===== src/rtl/mem_port_arbiter.sv =====
// mem_port_arbiter: shares one byte-wide memory port between m0 (cpu core) and
// m1 (loader/debug). Writes are posted into a 1-entry buffer per port and are
// drained ahead of that port's later reads. Reads are granted round-robin.
// Ports:
//   clk, rst                    clock, asynchronous active-high reset
//   mN_addr/data_in/write_en    port N request (write_en is a 1-cycle pulse)
//   mN_read_en                  port N read request (level)
//   mN_data_out/ready           port N read data, valid with the 1-cycle ready pulse
//   mem_addr/data_in/write_en   memory write side
//   mem_read_en/data_out/ready  memory read handshake
//   grant                       one-hot owner of the current memory op (0 when idle)
//   wr_overflow                 sticky per-port dropped-write flag
//   timeout                     sticky aborted-read flag
module mem_port_arbiter #(
  parameter int unsigned ADDR_W         = 32,
  parameter int unsigned DATA_W         = 8,
  parameter int unsigned TIMEOUT_CYCLES = 64
) (
  input  logic              clk,
  input  logic              rst,
  input  logic [ADDR_W-1:0] m0_addr,
  input  logic [DATA_W-1:0] m0_data_in,
  input  logic              m0_write_en,
  input  logic              m0_read_en,
  output logic [DATA_W-1:0] m0_data_out,
  output logic              m0_ready,
  input  logic [ADDR_W-1:0] m1_addr,
  input  logic [DATA_W-1:0] m1_data_in,
  input  logic              m1_write_en,
  input  logic              m1_read_en,
  output logic [DATA_W-1:0] m1_data_out,
  output logic              m1_ready,
  output logic [ADDR_W-1:0] mem_addr,
  output logic [DATA_W-1:0] mem_data_in,
  output logic              mem_write_en,
  output logic              mem_read_en,
  input  logic [DATA_W-1:0] mem_data_out,
  input  logic              mem_ready,
  output logic [1:0]        grant,
  output logic [1:0]        wr_overflow,
  output logic              timeout
);

  localparam int unsigned CNT_W = $clog2(TIMEOUT_CYCLES + 1);

  typedef enum logic [1:0] {ST_IDLE, ST_WRITE, ST_READ, ST_RELEASE} state_t;

  state_t                   state, state_nxt;
  logic [1:0][ADDR_W-1:0]   req_addr, wbuf_addr, wbuf_addr_nxt;
  logic [1:0][DATA_W-1:0]   req_data, wbuf_data, wbuf_data_nxt, rdata, rdata_nxt;
  logic [1:0]               req_rd, req_wr, elig, wv, wv_nxt, rdy, rdy_nxt;
  logic [1:0]               grant_nxt, wr_overflow_nxt;
  logic                     last_grant, last_grant_nxt, owner, owner_nxt;
  logic                     req_lost, req_lost_nxt, win, lost;
  logic [CNT_W-1:0]         tcnt, tcnt_nxt;
  logic [ADDR_W-1:0]        mem_addr_nxt;
  logic [DATA_W-1:0]        mem_data_in_nxt;
  logic                     mem_write_en_nxt, mem_read_en_nxt, timeout_nxt;

  assign req_addr    = {m1_addr, m0_addr};
  assign req_data    = {m1_data_in, m0_data_in};
  assign req_rd      = {m1_read_en, m0_read_en};
  assign req_wr      = {m1_write_en, m0_write_en};
  assign elig        = wv | req_rd;
  assign m0_data_out = rdata[0];
  assign m1_data_out = rdata[1];
  assign m0_ready    = rdy[0];
  assign m1_ready    = rdy[1];

  // State and registered outputs
  always_ff @(posedge clk or posedge rst) begin
    if (rst) begin
      state        <= ST_IDLE;
      wbuf_addr    <= '0;
      wbuf_data    <= '0;
      wv           <= '0;
      rdata        <= '0;
      rdy          <= '0;
      last_grant   <= 1'b1;
      owner        <= 1'b0;
      req_lost     <= 1'b0;
      tcnt         <= '0;
      grant        <= '0;
      wr_overflow  <= '0;
      timeout      <= 1'b0;
      mem_addr     <= '0;
      mem_data_in  <= '0;
      mem_write_en <= 1'b0;
      mem_read_en  <= 1'b0;
    end else begin
      state        <= state_nxt;
      wbuf_addr    <= wbuf_addr_nxt;
      wbuf_data    <= wbuf_data_nxt;
      wv           <= wv_nxt;
      rdata        <= rdata_nxt;
      rdy          <= rdy_nxt;
      last_grant   <= last_grant_nxt;
      owner        <= owner_nxt;
      req_lost     <= req_lost_nxt;
      tcnt         <= tcnt_nxt;
      grant        <= grant_nxt;
      wr_overflow  <= wr_overflow_nxt;
      timeout      <= timeout_nxt;
      mem_addr     <= mem_addr_nxt;
      mem_data_in  <= mem_data_in_nxt;
      mem_write_en <= mem_write_en_nxt;
      mem_read_en  <= mem_read_en_nxt;
    end
  end

  // Write capture, arbitration and memory handshake
  always_comb begin
    state_nxt        = state;
    wbuf_addr_nxt    = wbuf_addr;
    wbuf_data_nxt    = wbuf_data;
    wv_nxt           = wv;
    rdata_nxt        = rdata;
    rdy_nxt          = '0;
    last_grant_nxt   = last_grant;
    owner_nxt        = owner;
    req_lost_nxt     = req_lost;
    tcnt_nxt         = tcnt;
    grant_nxt        = grant;
    wr_overflow_nxt  = wr_overflow;
    timeout_nxt      = timeout;
    mem_addr_nxt     = mem_addr;
    mem_data_in_nxt  = mem_data_in;
    mem_write_en_nxt = 1'b0;
    mem_read_en_nxt  = mem_read_en;
    win              = 1'b0;
    lost             = 1'b0;

    // A full buffer only accepts a new write in the cycle it drains
    for (int n = 0; n < 2; n++) begin
      if (req_wr[n]) begin
        if (wv[n] && !(state == ST_WRITE && owner == 1'(n))) begin
          wr_overflow_nxt[n] = 1'b1;
        end else begin
          wbuf_addr_nxt[n] = req_addr[n];
          wbuf_data_nxt[n] = req_data[n];
          wv_nxt[n]        = 1'b1;
        end
      end else if (state == ST_WRITE && owner == 1'(n)) begin
        wv_nxt[n] = 1'b0;
      end
    end

    case (state)
      ST_IDLE: begin
        if (|elig) begin
          win             = elig[!last_grant] ? !last_grant : last_grant;
          owner_nxt       = win;
          last_grant_nxt  = win;
          grant_nxt       = win ? 2'b10 : 2'b01;
          mem_data_in_nxt = wbuf_data[win];
          tcnt_nxt        = '0;
          req_lost_nxt    = 1'b0;
          // A pending posted write always goes before that port's read
          if (wv[win]) begin
            mem_addr_nxt     = wbuf_addr[win];
            mem_write_en_nxt = 1'b1;
            state_nxt        = ST_WRITE;
          end else begin
            mem_addr_nxt     = req_addr[win];
            mem_read_en_nxt  = 1'b1;
            state_nxt        = ST_READ;
          end
        end
      end
      ST_WRITE: begin
        grant_nxt = '0;
        state_nxt = ST_IDLE;
      end
      ST_READ: begin
        if (tcnt < CNT_W'(TIMEOUT_CYCLES)) tcnt_nxt = tcnt + CNT_W'(1);
        // Once the requester lets go, the data of this op is discarded
        lost         = req_lost | ~req_rd[owner];
        req_lost_nxt = lost;
        if (mem_ready) begin
          if (!lost) begin
            rdata_nxt[owner] = mem_data_out;
            rdy_nxt[owner]   = 1'b1;
          end
          mem_read_en_nxt = 1'b0;
          state_nxt       = ST_RELEASE;
        end else if (tcnt >= CNT_W'(TIMEOUT_CYCLES - 1)) begin
          if (!lost) begin
            rdata_nxt[owner] = '0;
            rdy_nxt[owner]   = 1'b1;
          end
          timeout_nxt     = 1'b1;
          mem_read_en_nxt = 1'b0;
          grant_nxt       = '0;
          state_nxt       = ST_IDLE;
        end
      end
      ST_RELEASE: begin
        if (tcnt < CNT_W'(TIMEOUT_CYCLES)) tcnt_nxt = tcnt + CNT_W'(1);
        if (!mem_ready) begin
          grant_nxt = '0;
          state_nxt = ST_IDLE;
        end else if (tcnt >= CNT_W'(TIMEOUT_CYCLES - 1)) begin
          timeout_nxt = 1'b1;
          grant_nxt   = '0;
          state_nxt   = ST_IDLE;
        end
      end
      default: begin
        grant_nxt = '0;
        state_nxt = ST_IDLE;
      end
    endcase
  end

endmodule


===== config.mk =====
export PLATFORM = sky130hd
export DESIGN_NAME = mem_port_arbiter
export DESIGN_NICKNAME = d
export VERILOG_FILES = /design/src/rtl/mem_port_arbiter.sv
export SDC_FILE = /design/constraint.sdc
export NUM_CORES = 1
export LEC_CHECK = 0
export CAP_MARGIN = 40
export CORE_ASPECT_RATIO = 0.8
export CORE_UTILIZATION = 30
export CTS_CLUSTER_SIZE = 25
export DETAILED_ROUTE_END_ITERATION = 10
export MAX_ROUTING_LAYER = met4
export PLACE_DENSITY = 0.54
export SLEW_MARGIN = 20
export SYNTH_ARGS = -nofsm -noshare
export SYNTH_HDL_FRONTEND = slang
export SYNTH_SLANG_ARGS = --single-unit

===== constraint.sdc =====
create_clock -name clk -period 10.5 [get_ports clk]
set_clock_uncertainty 0.2 [all_clocks]
set_input_delay 1.05 -clock clk [delete_from_list [all_inputs] [get_ports clk]]
set_output_delay 1.05 -clock clk [all_outputs]
set_load 0.02 [all_outputs]

=== Word-level counts from Yosys, hierarchy flattened ===
Cells that the tools add are included.

* Register bits after elaboration: 159
* Logic and storage cells: 141
* Output and inout bits: 65

* Add/sub/neg operators: 1
* Bitwise logic cells: 9
* Reductions and logical operators: 30
* Equal/unequal tests: 11
* $lt $le $gt $ge: 6
* Muxes and demuxes: 62

{| class="wikitable"
|+ Operators with widths
! kind !! count
|-
| $mux W32 || 5
|-
| $mux W16 || 4
|-
| $mux W2 || 14
|-
| $mux W1 || 25
|-
| $mux W8 || 3
|-
| $reduce_and A2 Y1 || 9
|-
| $and A16 B16 Y16 || 1
|-
| $bwmux W16 || 1
|-
| $not A16 Y16 || 1
|-
| $pmux W2 S4 || 2
|-
| $mux W7 || 2
|-
| $pmux W7 S2 || 1
|-
| $ne A2 B2 Y1 const B || 6
|-
| $reduce_bool A2 Y1 || 6
|-
| $reduce_and A3 Y1 || 3
|-
| $demux W8 S1 || 1
|-
| $add A7 B1 Y7 const B || 1
|-
| $ge A7 B6 Y1 const B || 1
|-
| $lt A7 B7 Y1 const B || 1
|-
| $lt A1 B2 Y1 const B || 3
|-
| $pmux W1 S2 || 3
|-
| $logic_and A1 B1 Y1 || 5
|-
| $not A1 Y1 || 5
|-
| $eq A2 B2 Y1 const B || 2
|-
| 11 further kinds || 14
|}

=== Depth between registers and ports, before layout ===
Gate-level depths: netlist of run 1.

* Depth after elaboration: 9
* Mapped depth: 7
* Gate-level depth less buffers: 5

=== Worst setup path before layout of run 1 ===
OpenSTA, ideal clock, no wires.

* Kind: input to register
* From: input port m0_read_en
* To: register mem_addr[0]
* Arrival: 2.101 ns
* Required time: 10.210 ns
* Slack: 8.109 ns
* Cell stages on the path: 6
* Path through: nor4_2 or3_1 buf_2 buf_1 nand2_1 o221ai_1

* Cells in the longest elaborated chain, start to end: 7
* Elaborated cells between the ends (all ways): 13

{| class="wikitable"
|+ Ends and longest elaborated chain
! element !! RTL line !! text
|-
| start, declared || 24 || <nowiki>input logic m0_read_en,</nowiki>
|-
| $or A2 B2 Y2 (*) || 64 || <nowiki>assign elig = wv | req_rd;</nowiki>
|-
| $mux W1 (implied by the code) (2 in series) || 151 || <nowiki>win = elig[!last_grant] ? !last_grant : last_grant;</nowiki>
|-
| $mux W1 || 151 ||
|-
| $mux W32 (implied by the code) (tied with other cells) (2 in series) || 164 || <nowiki>mem_addr_nxt = req_addr[win];</nowiki>
|-
| $mux W32 || 159 || <nowiki>if (wv[win]) begin</nowiki>
|-
| end signal, assigned || 104 || <nowiki>mem_addr <= mem_addr_nxt;</nowiki>
|-
| end, declared || 33 || <nowiki>output logic [ADDR_W-1:0] mem_addr,</nowiki>
|}

Mark *: on every way between the ends. The rest lies on a longest branch, timed or not. The select of a mux whose other input is x is not followed.
A chain may end at the register's enable or synchronous reset.

=== Final worst setup path of run 1 ===
* From: input port m1_read_en
* To: register mem_addr[29]

* Cells in the longest elaborated chain, start to end: 7
* Elaborated cells between the ends (all ways): 13

{| class="wikitable"
|+ Ends and longest elaborated chain
! element !! RTL line !! text
|-
| start, declared || 30 || <nowiki>input logic m1_read_en,</nowiki>
|-
| $or A2 B2 Y2 (*) || 64 ||
|-
| $mux W1 (implied by the code) (2 in series) || 151 ||
|-
| $mux W1 || 151 ||
|-
| $mux W32 (implied by the code) (tied with other cells) (2 in series) || 164 ||
|-
| $mux W32 || 159 ||
|}

Marks and branches as above.

==> results of run 1 <==
-- flip-flops by register name, indices dropped and copies added, names as in the netlist, 7 cells and up --
| register | count |
|---|---|
| tcnt | 7 |
| m1_data_out | 8 |
| wbuf_data | 16 |
| mem_data_in | 8 |
| mem_addr | 32 |
| m0_data_out | 8 |
| wbuf_addr | 64 |
-- path summary, 6_finish.rpt --
| check | cells after the start | slack (ps) | end |
|---|---|---|---|
| worst max-delay path | 7 | 6750 | mem_addr[29]$_DFFE_PP0P_ |
| worst min-delay path | 1 | 270 | timeout$_DFFE_PP0P_ |
| worst max register to register | 6 | 7340 | mem_addr[29]$_DFFE_PP0P_ |
| worst min register to register | 1 | 270 | timeout$_DFFE_PP0P_ |
| max in group asynchronous | 5 | 7960 | last_grant$_DFFE_PP1P_ |
| min in group asynchronous | 2 | 810 | mem_addr[13]$_DFFE_PP0P_ |
-- synth_stat cells (2+ instances only) --
cell	number	area, sq um
a211oi_1	64	480
a21o_1	2	15.0
or3_1	2	12.5
mux2_1	30	338
mux2i_1	8	80.1
nor2b_1	2	12.5
o21bai_1	3	22.5
a22o_1	16	140
nor2_1	5	18.8
nor4_2	3	37.5
o21ai_0	8	40.0
clkbuf_1	41	154
dfrtp_1	158	3950
and2_0	2	12.5
o21ai_1	11	55.1
and2_1	128	801
nand2_1	57	214
buf_2	21	105
xnor2_1	2	17.5
nand2b_1	70	438
xor2_1	3	26.3
a31o_2	3	26.3
nand4_1	2	12.5
nand3b_1	2	15.0
buf_1	5	18.8
mux2_2	50	563
o221ai_1	32	280
a21oi_1	68	340
inv_1	7	26.3
nor3_1	2	10.0
-- layout make-up --
cell class | count | share of cell area
Tap cell | 364 | 0.0413
Inverter | 7 | 0.00284
Multi-Input combinational cell | 588 | 0.374
Sequential cell | 159 | 0.361
Timing Repair Buffer | 175 | 0.160
Clock inverter | 12 | 0.0188
Clock buffer | 20 | 0.0414
Antenna cell | 2 | 0.000454
-- worst register-to-register path, delay by kind of cell (launching register included) --
kind	cells	cell delay, ps
flops	1	570
compound gates	3	1080
simple gates	1	120
buf+inv	2	1110
-- per-stage QoR --
stage               area [sq um]  hold slack [ps]
floorplan                   8400              249
global placement           10300              251
detailed placement         10400              259
CTS                        11000              275
global route               11000              283
finish                     11000              271
-- power by group through the flow --
| stage | Combinational [W] | Sequential (W) | Clock, W |
|---|---|---|---|
| final | 0.00149 | 0.00107 | 0.000698 |
| after global placement | 0.00149 | 0.00108 | 0 |
| after detailed placement | 0.00151 | 0.00108 | 0 |
| after global routing | 0.00162 | 0.00111 | 0.000744 |
| after CTS | 0.00151 | 0.00107 | 0.000720 |
| after floorplan | 0.000891 | 0.00116 | 0 |
-- per-layer routing --
metal,vias to the layer above,GRT usage
met5,-,-
met4,0,0.0359
met3,9,0.0355
met2,140,0.288
met1,3218,0.251
li1,3177,-
-- cells by family (layout without fill, tap and decap cells) --
family,after synthesis,count (layout)
DFF,159,159
and+or+nand+nor,281,281
adders and majority gates,2,2
xor gates and xnor gates,5,5
buffers and inverters,75,214
muxes,88,88
other,0,2
AOI/OAI and AO/OA,212,212
==> impl_metrics.prom, run 1 <==
# TYPE chip_impl_metric gauge
chip_impl_metric{name="power_frac_seq",unit=""} 0.329
chip_impl_info{name="setup_repair_after_global_routing_missed_its_margin",value="no"} 1
chip_impl_metric{name="routabilityCongestion",unit=""} 0.732
chip_impl_metric{name="leakage",unit="nW"} 4.35
chip_impl_metric{name="ant_nets",unit=""} 0
chip_impl_metric{name="grt_max_degree",unit=""} 68
chip_impl_metric{name="drv_cap",unit=""} 0
chip_impl_metric{name="timing.final.crit_period",unit="ps"} 3750
chip_impl_metric{name="place.detailed.instances",unit=""} 1292
chip_impl_metric{name="post_synth_inst_count",unit=""} 822
chip_impl_metric{name="grt_usage",unit=""} 0.185
chip_impl_info{name="critical_path.cell_chain",value="clkdlybuf4s50_1 -> nand2b_2 -> buf_4 -> a21o_2 -> buf_4 -> a211oi_1 -> o221ai_1"} 1
chip_impl_metric{name="area_growth",unit="%"} 31.2
chip_impl_metric{name="synthesis.area_per_instance",unit="sq um"} 10.2
chip_impl_metric{name="die_h",unit="um"} 152
chip_impl_metric{name="ff_latch_area",unit="sq um"} 3980
chip_impl_metric{name="initial_antenna_violation_count",unit=""} 2
chip_impl_metric{name="path_max_fanout",unit=""} 65
chip_impl_info{name="crit_family",value="buffers and inverters"} 1
chip_impl_info{name="worst_hold_path_type",value="reg -> reg"} 1
chip_impl_metric{name="postCtsHoldBufs",unit=""} 0
chip_impl_metric{name="post-place-ws",unit="ps"} 6280
chip_impl_info{name="regToRegStartpoint",value="last_grant$_DFFE_PP1P_"} 1
chip_impl_metric{name="fin_cells",unit=""} 1327
chip_impl_metric{name="timing.final.crit_share",unit=""} 0.357
chip_impl_metric{name="post_layout_power",unit="W"} 0.00326
chip_impl_metric{name="placeableCoreArea",unit="sq um"} 27400
chip_impl_metric{name="clk_latency",unit="ps"} 420
chip_impl_metric{name="synth_area_in_compound_gates",unit=""} 0.171
chip_impl_metric{name="crit_path_max_incr_delay",unit="ps"} 700
chip_impl_info{name="critical-path-slowest-cell",value="a21o_2"} 1
chip_impl_metric{name="synth-simple-area-share",unit=""} 0.194
chip_impl_metric{name="power.switching_fraction",unit=""} 0.365
chip_impl_info{name="timing.hold.worst.start",value="timeout$_DFFE_PP0P_"} 1
chip_impl_metric{name="grt_first_pass_wirelength",unit="um"} 39400
chip_impl_metric{name="slew_at_the_pin_closest_to_its_max_slew_limit",unit="ps"} 841
chip_impl_metric{name="final.setup.worst_slack",unit="ps"} 6750
chip_impl_metric{name="finalSetupTns",unit="ps"} 0
chip_impl_metric{name="first_global_vias",unit=""} 6528
chip_impl_metric{name="multi_input_comb_area",unit="sq um"} 4130
chip_impl_metric{name="post_synth_mux_area_share",unit=""} 0.117
chip_impl_metric{name="wire_length_on_met3",unit="um"} 1210
chip_impl_metric{name="timing_hold_violations_final",unit=""} 0
chip_impl_metric{name="dieArea",unit="sq um"} 28700
chip_impl_metric{name="power_density",unit="nW/um^2"} 296
chip_impl_metric{name="overflow",unit=""} 0
chip_impl_metric{name="clk_transition_reported_paths",unit="ps"} 70
chip_impl_info{name="worst-setup-path-type",value="in -> reg"} 1
chip_impl_metric{name="mappedNetlistArea",unit="sq um"} 8400
chip_impl_metric{name="floorplan.rows",unit=""} 54
chip_impl_metric{name="report.final.setup_viol",unit=""} 0
chip_impl_metric{name="numCtsBuffers",unit=""} 17
chip_impl_metric{name="wl",unit="um"} 25000
chip_impl_metric{name="num-nets-final",unit=""} 1044
chip_impl_metric{name="post_drt_via_cell_ratio",unit=""} 4.93
chip_impl_metric{name="route.detailed.wl_per_inst",unit="um"} 18.8
chip_impl_metric{name="worst-endpoint-required",unit="ps"} 10630
chip_impl_info{name="postSynth.topFlopCell",value="dfrtp_1"} 1
chip_impl_info{name="tritoncts",value="built"} 1
chip_impl_metric{name="internal-power",unit="W"} 0.00207
chip_impl_metric{name="synth.ff_latch_count",unit=""} 159
chip_impl_info{name="status",value="complete, no violations"} 1
chip_impl_metric{name="fill_cells",unit=""} 2640
chip_impl_info{name="cp_common_cell",value="buf_4"} 1
chip_impl_metric{name="cts_buffer_depth",unit=""} 2
chip_impl_metric{name="drtPass1Iterations",unit=""} 4
chip_impl_metric{name="postCtsResizedCells",unit=""} 0
chip_impl_info{name="mostFrequentLayoutCell",value="clkdlybuf4s50_1"} 1
chip_impl_metric{name="comb_power_share",unit=""} 0.457
chip_impl_metric{name="residual_drc_count",unit=""} 0
chip_impl_metric{name="fmaxAchievable",unit="GHz"} 0.267
chip_impl_metric{name="number_of_clock_sinks",unit=""} 159
chip_impl_metric{name="synthesis.nets",unit=""} 918
chip_impl_metric{name="start_util",unit=""} 0.307
chip_impl_metric{name="max-vdd-ir-drop",unit="mV"} 0.126
chip_impl_metric{name="cts.repair_timing.setup_buffer_count",unit=""} 0
chip_impl_info{name="most-common-layout-cells",value="clkdlybuf4s50_1, dfrtp_1, and2_1"} 1
chip_impl_metric{name="yosys.cell_types.count",unit=""} 45
chip_impl_metric{name="via_count",unit=""} 6544
chip_impl_metric{name="worstPathBufferInverterCount",unit=""} 3
chip_impl_metric{name="post_synth_xor_area_fraction",unit=""} 0.00521
chip_impl_info{name="crit_start",value="m1_read_en"} 1
chip_impl_metric{name="place_hpwl",unit="um"} 15500
chip_impl_metric{name="dr.first_iter.drc_count",unit=""} 352
chip_impl_metric{name="power_frac_clock",unit=""} 0.214
chip_impl_metric{name="drive_gt1_frac",unit=""} 0.120
chip_impl_metric{name="buffer_ports.inserted",unit=""} 159
chip_impl_info{name="timing.critical_path.to_type",value="flop"} 1
chip_impl_info{name="clockRootBuffer",value="clkbuf_16"} 1
chip_impl_metric{name="maxSlewHeadroom",unit=""} 0.435
chip_impl_metric{name="cp.arrival",unit="ps"} 3880
chip_impl_metric{name="htreeDepth",unit=""} 4
chip_impl_info{name="cp-start-kind",value="input port"} 1
chip_impl_metric{name="top_level_ports",unit=""} 160
chip_impl_metric{name="sequential_element_share_of_the_synthesized_area",unit=""} 0.474
chip_impl_metric{name="fin_util",unit=""} 0.403
chip_impl_metric{name="power.net_switching",unit="W"} 0.00119
chip_impl_info{name="highest-signal-layer",value="met4"} 1
chip_impl_metric{name="die_width",unit="um"} 189
chip_impl_metric{name="number_of_flops_mapped_to_enable_cells_by_yosys",unit=""} 0
chip_impl_metric{name="met2RoutedLength",unit="um"} 11600
chip_impl_metric{name="async_reset_ff_frac",unit=""} 1.00
chip_impl_metric{name="drv_slew",unit=""} 0
chip_impl_metric{name="sum_of_routed_wire_segments_on_met1",unit="um"} 12000
chip_impl_metric{name="post_synth_fa_ha_maj_area_fraction",unit=""} 0.00268
chip_impl_metric{name="synthesis.yosys.warnings",unit=""} 0
chip_impl_info{name="largest_family_of_logic_cells_by_synthesized_area",value="simple AND/OR/NAND/NOR gates"} 1
Power figures use the tool's default switching activity.
==> run 2: changes to the inputs <==
Clock period 10.5 ns to 3.6 ns, I/O delays scaled along.
==> impl_metrics.prom, run 2 (synthesis gave the netlist of run 1 again) <==
# TYPE chip_impl_metric gauge
chip_impl_metric{name="drv_slew",unit=""} 0
chip_impl_metric{name="grt_first_pass_wirelength",unit="um"} 39300
chip_impl_metric{name="place_hpwl",unit="um"} 15200
chip_impl_metric{name="placeableCoreArea",unit="sq um"} 27400
chip_impl_metric{name="leakage",unit="nW"} 4.32
chip_impl_metric{name="initial_antenna_violation_count",unit=""} 1
chip_impl_info{name="worst_hold_path_type",value="reg -> reg"} 1
chip_impl_metric{name="grt_usage",unit=""} 0.185
chip_impl_metric{name="cp.arrival",unit="ps"} 2630
chip_impl_metric{name="grt_max_degree",unit=""} 160
chip_impl_metric{name="buffer_ports.inserted",unit=""} 159
chip_impl_info{name="most-common-layout-cells",value="clkdlybuf4s50_1, dfrtp_1, and2_1"} 1
chip_impl_metric{name="routabilityCongestion",unit=""} 0.731
chip_impl_metric{name="number_of_clock_sinks",unit=""} 159
chip_impl_metric{name="global_route.usage.met2",unit=""} 0.281
chip_impl_info{name="hold_path_end",value="wr_overflow[1]$_DFFE_PP0P_"} 1
chip_impl_metric{name="fmaxAchievable",unit="GHz"} 0.402
chip_impl_metric{name="top_level_ports",unit=""} 160
chip_impl_metric{name="drv_cap",unit=""} 0
chip_impl_metric{name="grtUsageMet3",unit=""} 0.0350
chip_impl_metric{name="report.final.setup_viol",unit=""} 0
chip_impl_metric{name="maxSlewHeadroom",unit=""} 0.350
chip_impl_info{name="cp-start-kind",value="flop"} 1
chip_impl_metric{name="die_h",unit="um"} 152
chip_impl_metric{name="clk_latency",unit="ps"} 430
chip_impl_metric{name="route.detailed.wl_per_inst",unit="um"} 18.7
chip_impl_info{name="regToRegStartpoint",value="last_grant$_DFFE_PP1P_"} 1
chip_impl_metric{name="dieArea",unit="sq um"} 28700
chip_impl_metric{name="timing_hold_violations_final",unit=""} 0
chip_impl_metric{name="worst-endpoint-required",unit="ps"} 3740
chip_impl_metric{name="first_global_vias",unit=""} 6733
chip_impl_metric{name="path_max_fanout",unit=""} 34
chip_impl_metric{name="timing.final.crit_period",unit="ps"} 2490
chip_impl_metric{name="die_width",unit="um"} 189
chip_impl_info{name="grt.busiest_layer",value="met2"} 1
chip_impl_metric{name="numCtsBuffers",unit=""} 17
chip_impl_metric{name="rrSetupSlack",unit="ps"} 1110
chip_impl_metric{name="postCtsResizedCells",unit=""} 0
chip_impl_metric{name="start_util",unit=""} 0.307
chip_impl_metric{name="dr.first_iter.drc_count",unit=""} 332
chip_impl_metric{name="ant_nets",unit=""} 0
chip_impl_metric{name="cts_buffer_depth",unit=""} 2
chip_impl_info{name="worst_r2r_endpoint",value="mem_addr[16]$_DFFE_PP0P_"} 1
chip_impl_info{name="status",value="complete, no violations"} 1
chip_impl_metric{name="htreeDepth",unit=""} 4
chip_impl_metric{name="drtPass1Iterations",unit=""} 6
chip_impl_metric{name="timing.hold.worst_path_depth",unit=""} 1
chip_impl_info{name="largest_registers",value="wbuf_addr x64, mem_addr x32, wbuf_data x16"} 1
chip_impl_metric{name="power_density",unit="nW/um^2"} 855
chip_impl_metric{name="max-vdd-ir-drop",unit="mV"} 0.421
chip_impl_metric{name="num-nets-final",unit=""} 1046
chip_impl_metric{name="clk_transition_reported_paths",unit="ps"} 70
chip_impl_metric{name="overflow",unit=""} 0
chip_impl_metric{name="worst_r2r_path_depth",unit=""} 5
chip_impl_info{name="timing.critical_path.to_type",value="flop"} 1
chip_impl_metric{name="cts.repair_timing.setup_buffer_count",unit=""} 0
chip_impl_info{name="largest_register",value="wbuf_addr"} 1
chip_impl_info{name="mostFrequentLayoutCell",value="clkdlybuf4s50_1"} 1
chip_impl_info{name="worst-setup-path-type",value="reg -> reg"} 1
chip_impl_metric{name="fin_util",unit=""} 0.400
chip_impl_metric{name="post_drt_via_cell_ratio",unit=""} 5.05
chip_impl_metric{name="timing.final.crit_share",unit=""} 0.690
chip_impl_metric{name="floorplan.rows",unit=""} 54
chip_impl_metric{name="largest_register_ffs",unit=""} 64
chip_impl_info{name="clockRootBuffer",value="clkbuf_16"} 1
chip_impl_metric{name="postCtsHoldBufs",unit=""} 0
chip_impl_metric{name="wl",unit="um"} 24800
chip_impl_metric{name="area_growth",unit="%"} 30.2
chip_impl_metric{name="met1_usage",unit=""} 0.252
chip_impl_metric{name="slew_at_the_pin_closest_to_its_max_slew_limit",unit="ps"} 976
chip_impl_info{name="setup_repair_after_global_routing_missed_its_margin",value="no"} 1
chip_impl_metric{name="residual_drc_count",unit=""} 0
chip_impl_metric{name="via_count",unit=""} 6710
chip_impl_metric{name="drive_gt1_frac",unit=""} 0.121
chip_impl_info{name="tritoncts",value="built"} 1
chip_impl_metric{name="finalSetupTns",unit="ps"} 0
chip_impl_info{name="timing.hold.worst.start",value="wr_overflow[1]$_DFFE_PP0P_"} 1
## run 2: changes by cell type in the layout (fill, tap and decap cells not counted), sizes merged
cell | before | now
diode | 2 | 1
clkinvlp | 3 | 5
bufinv | 5 | 2
clkbuf | 20 | 24
clkinv | 3 | 4
inv | 8 | 6
## run 2: worst max-delay path, stage by stage (launching register included)
cell	delay, ps
dfstp_2	570
nand2b_2	130
a21o_2	620
buf_4	500
a211oi_1	140
o221ai_1	200
## run 2: how the worst max path moves through the flow
stage	startpoint	endpoint	cells past startpoint
2_1_floorplan	rst	grant[0]$_DFFE_PP0P_	1
3_3_place_gp	m1_read_en	mem_addr[16]$_DFFE_PP0P_	6
3_5_place_dp	m1_read_en	mem_addr[4]$_DFFE_PP0P_	6
4_1_cts	last_grant$_DFFE_PP1P_	mem_addr[4]$_DFFE_PP0P_	5
5_1_grt	last_grant$_DFFE_PP1P_	mem_addr[21]$_DFFE_PP0P_	5
6_report	last_grant$_DFFE_PP1P_	mem_addr[16]$_DFFE_PP0P_	5
## run 2: through the flow
stage                     setup slack, ps  power, W  cells  hold WS [ps]  cell area [sq um]
final                                1110   0.00936   1328           267              10900
after global routing                  939   0.00997   1328           291              10900
after CTS                            1090   0.00947   1325           272              10900
after detailed placement              759   0.00759   1293           258              10300
after global placement                829   0.00752   1293           255              10300
after floorplan                      1030   0.00599    822           249               8410
## run 2: layout make-up
class	count	area, sq um
fill	2659	16400
multi-input combinational	588	4130
sequential	159	3980
timing repair buffer	177	1750
clock buffer	22	484
tap	364	455
clock inverter	10	110
inverter	7	30.0
antenna	1	2.50
## run 2: routing by layer
metal,vias to the layer above,routed length [um]
li1,3186,-
met1,3352,12000
met2,150,11400
met3,22,1060
met4,0,336
met5,-,0
## run 2: power by group
group / switching, W / total [W] / internal (W) / leakage, nW
registers: 0.000468 / 0.00311 / 0.00264 / 1.93
clock network: 0.000756 / 0.00185 / 0.00109 / 0.284
logic: 0.00226 / 0.00440 / 0.00214 / 2.10
==> run 3: changes to the inputs <==
Clock period 3.6 ns to 2.4 ns, I/O delays scaled along.
==> impl_metrics.prom, run 3 (synthesis gave the netlist of run 1 again) <==
# TYPE chip_impl_metric gauge
chip_impl_info{name="status",value="complete, no violations"} 1
chip_impl_metric{name="die_h",unit="um"} 152
chip_impl_info{name="setup_repair_after_global_routing_missed_its_margin",value="no"} 1
chip_impl_metric{name="htreeDepth",unit=""} 4
chip_impl_metric{name="grt_max_degree",unit=""} 68
chip_impl_metric{name="timing_hold_violations_final",unit=""} 0
chip_impl_metric{name="post_drt_via_cell_ratio",unit=""} 5.00
chip_impl_metric{name="drv_slew",unit=""} 0
chip_impl_metric{name="first_global_vias",unit=""} 6627
chip_impl_metric{name="grt_first_pass_wirelength",unit="um"} 39400
chip_impl_metric{name="drv_cap",unit=""} 0
chip_impl_info{name="most-common-layout-cells",value="clkdlybuf4s50_1, dfrtp_1, and2_1"} 1
chip_impl_info{name="clockRootBuffer",value="clkbuf_16"} 1
chip_impl_metric{name="cts.repair_timing.setup_buffer_count",unit=""} 0
chip_impl_info{name="mostFrequentLayoutCell",value="clkdlybuf4s50_1"} 1
chip_impl_info{name="critical-path-slowest-cell",value="dfstp_2"} 1
chip_impl_metric{name="top_level_ports",unit=""} 160
chip_impl_metric{name="place_hpwl",unit="um"} 16300
chip_impl_metric{name="postCtsResizedCells",unit=""} 0
chip_impl_metric{name="max-vdd-ir-drop",unit="mV"} 0.627
chip_impl_metric{name="path_max_fanout",unit=""} 33
chip_impl_metric{name="drive_gt1_frac",unit=""} 0.138
chip_impl_metric{name="largest_register_ffs",unit=""} 64
chip_impl_metric{name="timing.final.crit_period",unit="ps"} 2170
chip_impl_metric{name="dieArea",unit="sq um"} 28700
chip_impl_metric{name="postCtsHoldBufs",unit=""} 0
chip_impl_metric{name="cp.arrival",unit="ps"} 2250
chip_impl_info{name="worst-setup-path-type",value="reg -> reg"} 1
chip_impl_metric{name="worst-endpoint-required",unit="ps"} 2480
chip_impl_metric{name="start_util",unit=""} 0.307
chip_impl_metric{name="clk_transition_reported_paths",unit="ps"} 70
chip_impl_metric{name="buffer_ports.inserted",unit=""} 159
chip_impl_metric{name="fmaxAchievable",unit="GHz"} 0.461
chip_impl_metric{name="crit_path_max_incr_delay",unit="ps"} 570
chip_impl_info{name="critical_path.cell_chain",value="nand3b_1 -> buf_4 -> and2_1 -> a211oi_1 -> o221ai_1"} 1
chip_impl_info{name="tritoncts",value="built"} 1
chip_impl_metric{name="report.final.setup_viol",unit=""} 0
chip_impl_metric{name="slew_at_the_pin_closest_to_its_max_slew_limit",unit="ps"} 566
chip_impl_metric{name="residual_drc_count",unit=""} 0
chip_impl_metric{name="cts_buffer_depth",unit=""} 2
chip_impl_metric{name="route.detailed.wl_per_inst",unit="um"} 18.5
chip_impl_metric{name="overflow",unit=""} 0
chip_impl_metric{name="timing.final.crit_share",unit=""} 0.904
chip_impl_metric{name="num-nets-final",unit=""} 1065
chip_impl_metric{name="routabilityCongestion",unit=""} 0.762
chip_impl_metric{name="power_density",unit="nW/um^2"} 1290
chip_impl_metric{name="dr.first_iter.drc_count",unit=""} 337
chip_impl_info{name="largest_register",value="wbuf_addr"} 1
chip_impl_metric{name="floorplan.rows",unit=""} 54
chip_impl_metric{name="finalSetupTns",unit="ps"} 0
chip_impl_metric{name="drtPass1Iterations",unit=""} 5
chip_impl_metric{name="via_count",unit=""} 6732
chip_impl_metric{name="maxSlewHeadroom",unit=""} 0.620
chip_impl_metric{name="area_growth",unit="%"} 34.2
chip_impl_info{name="largest_registers",value="wbuf_addr x64, mem_addr x32, wbuf_data x16"} 1
chip_impl_metric{name="number_of_clock_sinks",unit=""} 159
chip_impl_info{name="worst_hold_path_type",value="in -> async"} 1
chip_impl_info{name="cp-start-kind",value="flop"} 1
chip_impl_metric{name="fill_cells",unit=""} 2657
chip_impl_metric{name="ant_nets",unit=""} 0
chip_impl_metric{name="placeableCoreArea",unit="sq um"} 27400
chip_impl_metric{name="leakage",unit="nW"} 4.49
chip_impl_metric{name="die_width",unit="um"} 189
chip_impl_info{name="timing.critical_path.to_type",value="flop"} 1
chip_impl_metric{name="numCtsBuffers",unit=""} 17
chip_impl_metric{name="worst_hold_slack",unit="ps"} 88.4
chip_impl_metric{name="wl",unit="um"} 24900
chip_impl_metric{name="clk_latency",unit="ps"} 430
chip_impl_metric{name="grt_usage",unit=""} 0.183
chip_impl_metric{name="initial_antenna_violation_count",unit=""} 2
run 3: cell count changes in the layout (fill, tap and decap cells not counted):
| cell | change |
|---|---|
| diode_2 | +1 |
| clkbuf_4 | -1 |
| inv_6 | +2 |
| bufinv_16 | +3 |
| clkinvlp_4 | -3 |
| buf_12 | +11 |
| clkinv_4 | +3 |
| buf_4 | +10 |
| clkbuf_8 | -4 |
| clkbuf_2 | -1 |
| clkinv_2 | -2 |
run 3: final timing paths:
check	end	slack (ps)	cells past startpoint	from
max in group asynchronous	wbuf_addr[53]$_DFFE_PP0P_	1530	3	rst
setup / recovery	mem_addr[6]$_DFFE_PP0P_	230	5	last_grant$_DFFE_PP1P_
hold / removal	mem_data_in[0]$_DFFE_PP0P_	90	3	rst
hold reg to reg	timeout$_DFFE_PP0P_	270	1	timeout$_DFFE_PP0P_
setup reg to reg	mem_addr[6]$_DFFE_PP0P_	230	5	last_grant$_DFFE_PP1P_
min in group clk	wbuf_data[10]$_DFFE_PP0P_	210	2	m1_data_in[2]
run 3: final cells by class:
cell class,instances,area (sq um),share of cell area
clock buffers,18,429,0.0381
multi-input cells,588,4130,0.366
inverters,7,30.0,0.00266
clock inverters,13,211,0.0188
flip-flops and latches,159,3980,0.353
well taps,364,455,0.0404
repair buffers,196,2030,0.180
diodes,2,5.00,0.000444
run 3: critical path, delay by kind of cell, from the launching register on:
kind	cells	cell delay, ps
AND/OR/NAND/NOR	2	350
flip-flops	1	570
AO/OA/AOI/OAI	2	610
buffers and inverters	1	280
run 3: power by group:
| part | internal (W) | switching [W] | total [W] |
|---|---|---|---|
| Sequential | 0.00397 | 0.000723 | 0.00469 |
| Clock | 0.00185 | 0.00115 | 0.00300 |
| Combinational | 0.00345 | 0.00344 | 0.00689 |
run 3: metrics by stage:
step | worst slack (ps) | std cells | utilization | instance area, sq um | total power [W]
finish | 230 | 1347 | 0.412 | 11300 | 0.0146
global route | 62.5 | 1347 | 0.412 | 11300 | 0.0156
CTS | 254 | 1345 | 0.412 | 11300 | 0.0148
detailed placement | -27.5 | 1314 | 0.388 | 10600 | 0.0117
global placement | -20.0 | 1314 | 0.388 | 10600 | 0.0116
floorplan | -54.0 | 822 | - | 8410 | 0.00898
run 3: per-layer routing:
metal  share of wire  track usage  wire length, um  vias to the layer above
li1                -            -                -                     3210
met1            0.49        0.258            12300                     3366
met2            0.46        0.272            11400                      139
met3           0.041       0.0350             1020                       17
met4           0.010       0.0419              257                        0
met5               0            -                0                        -
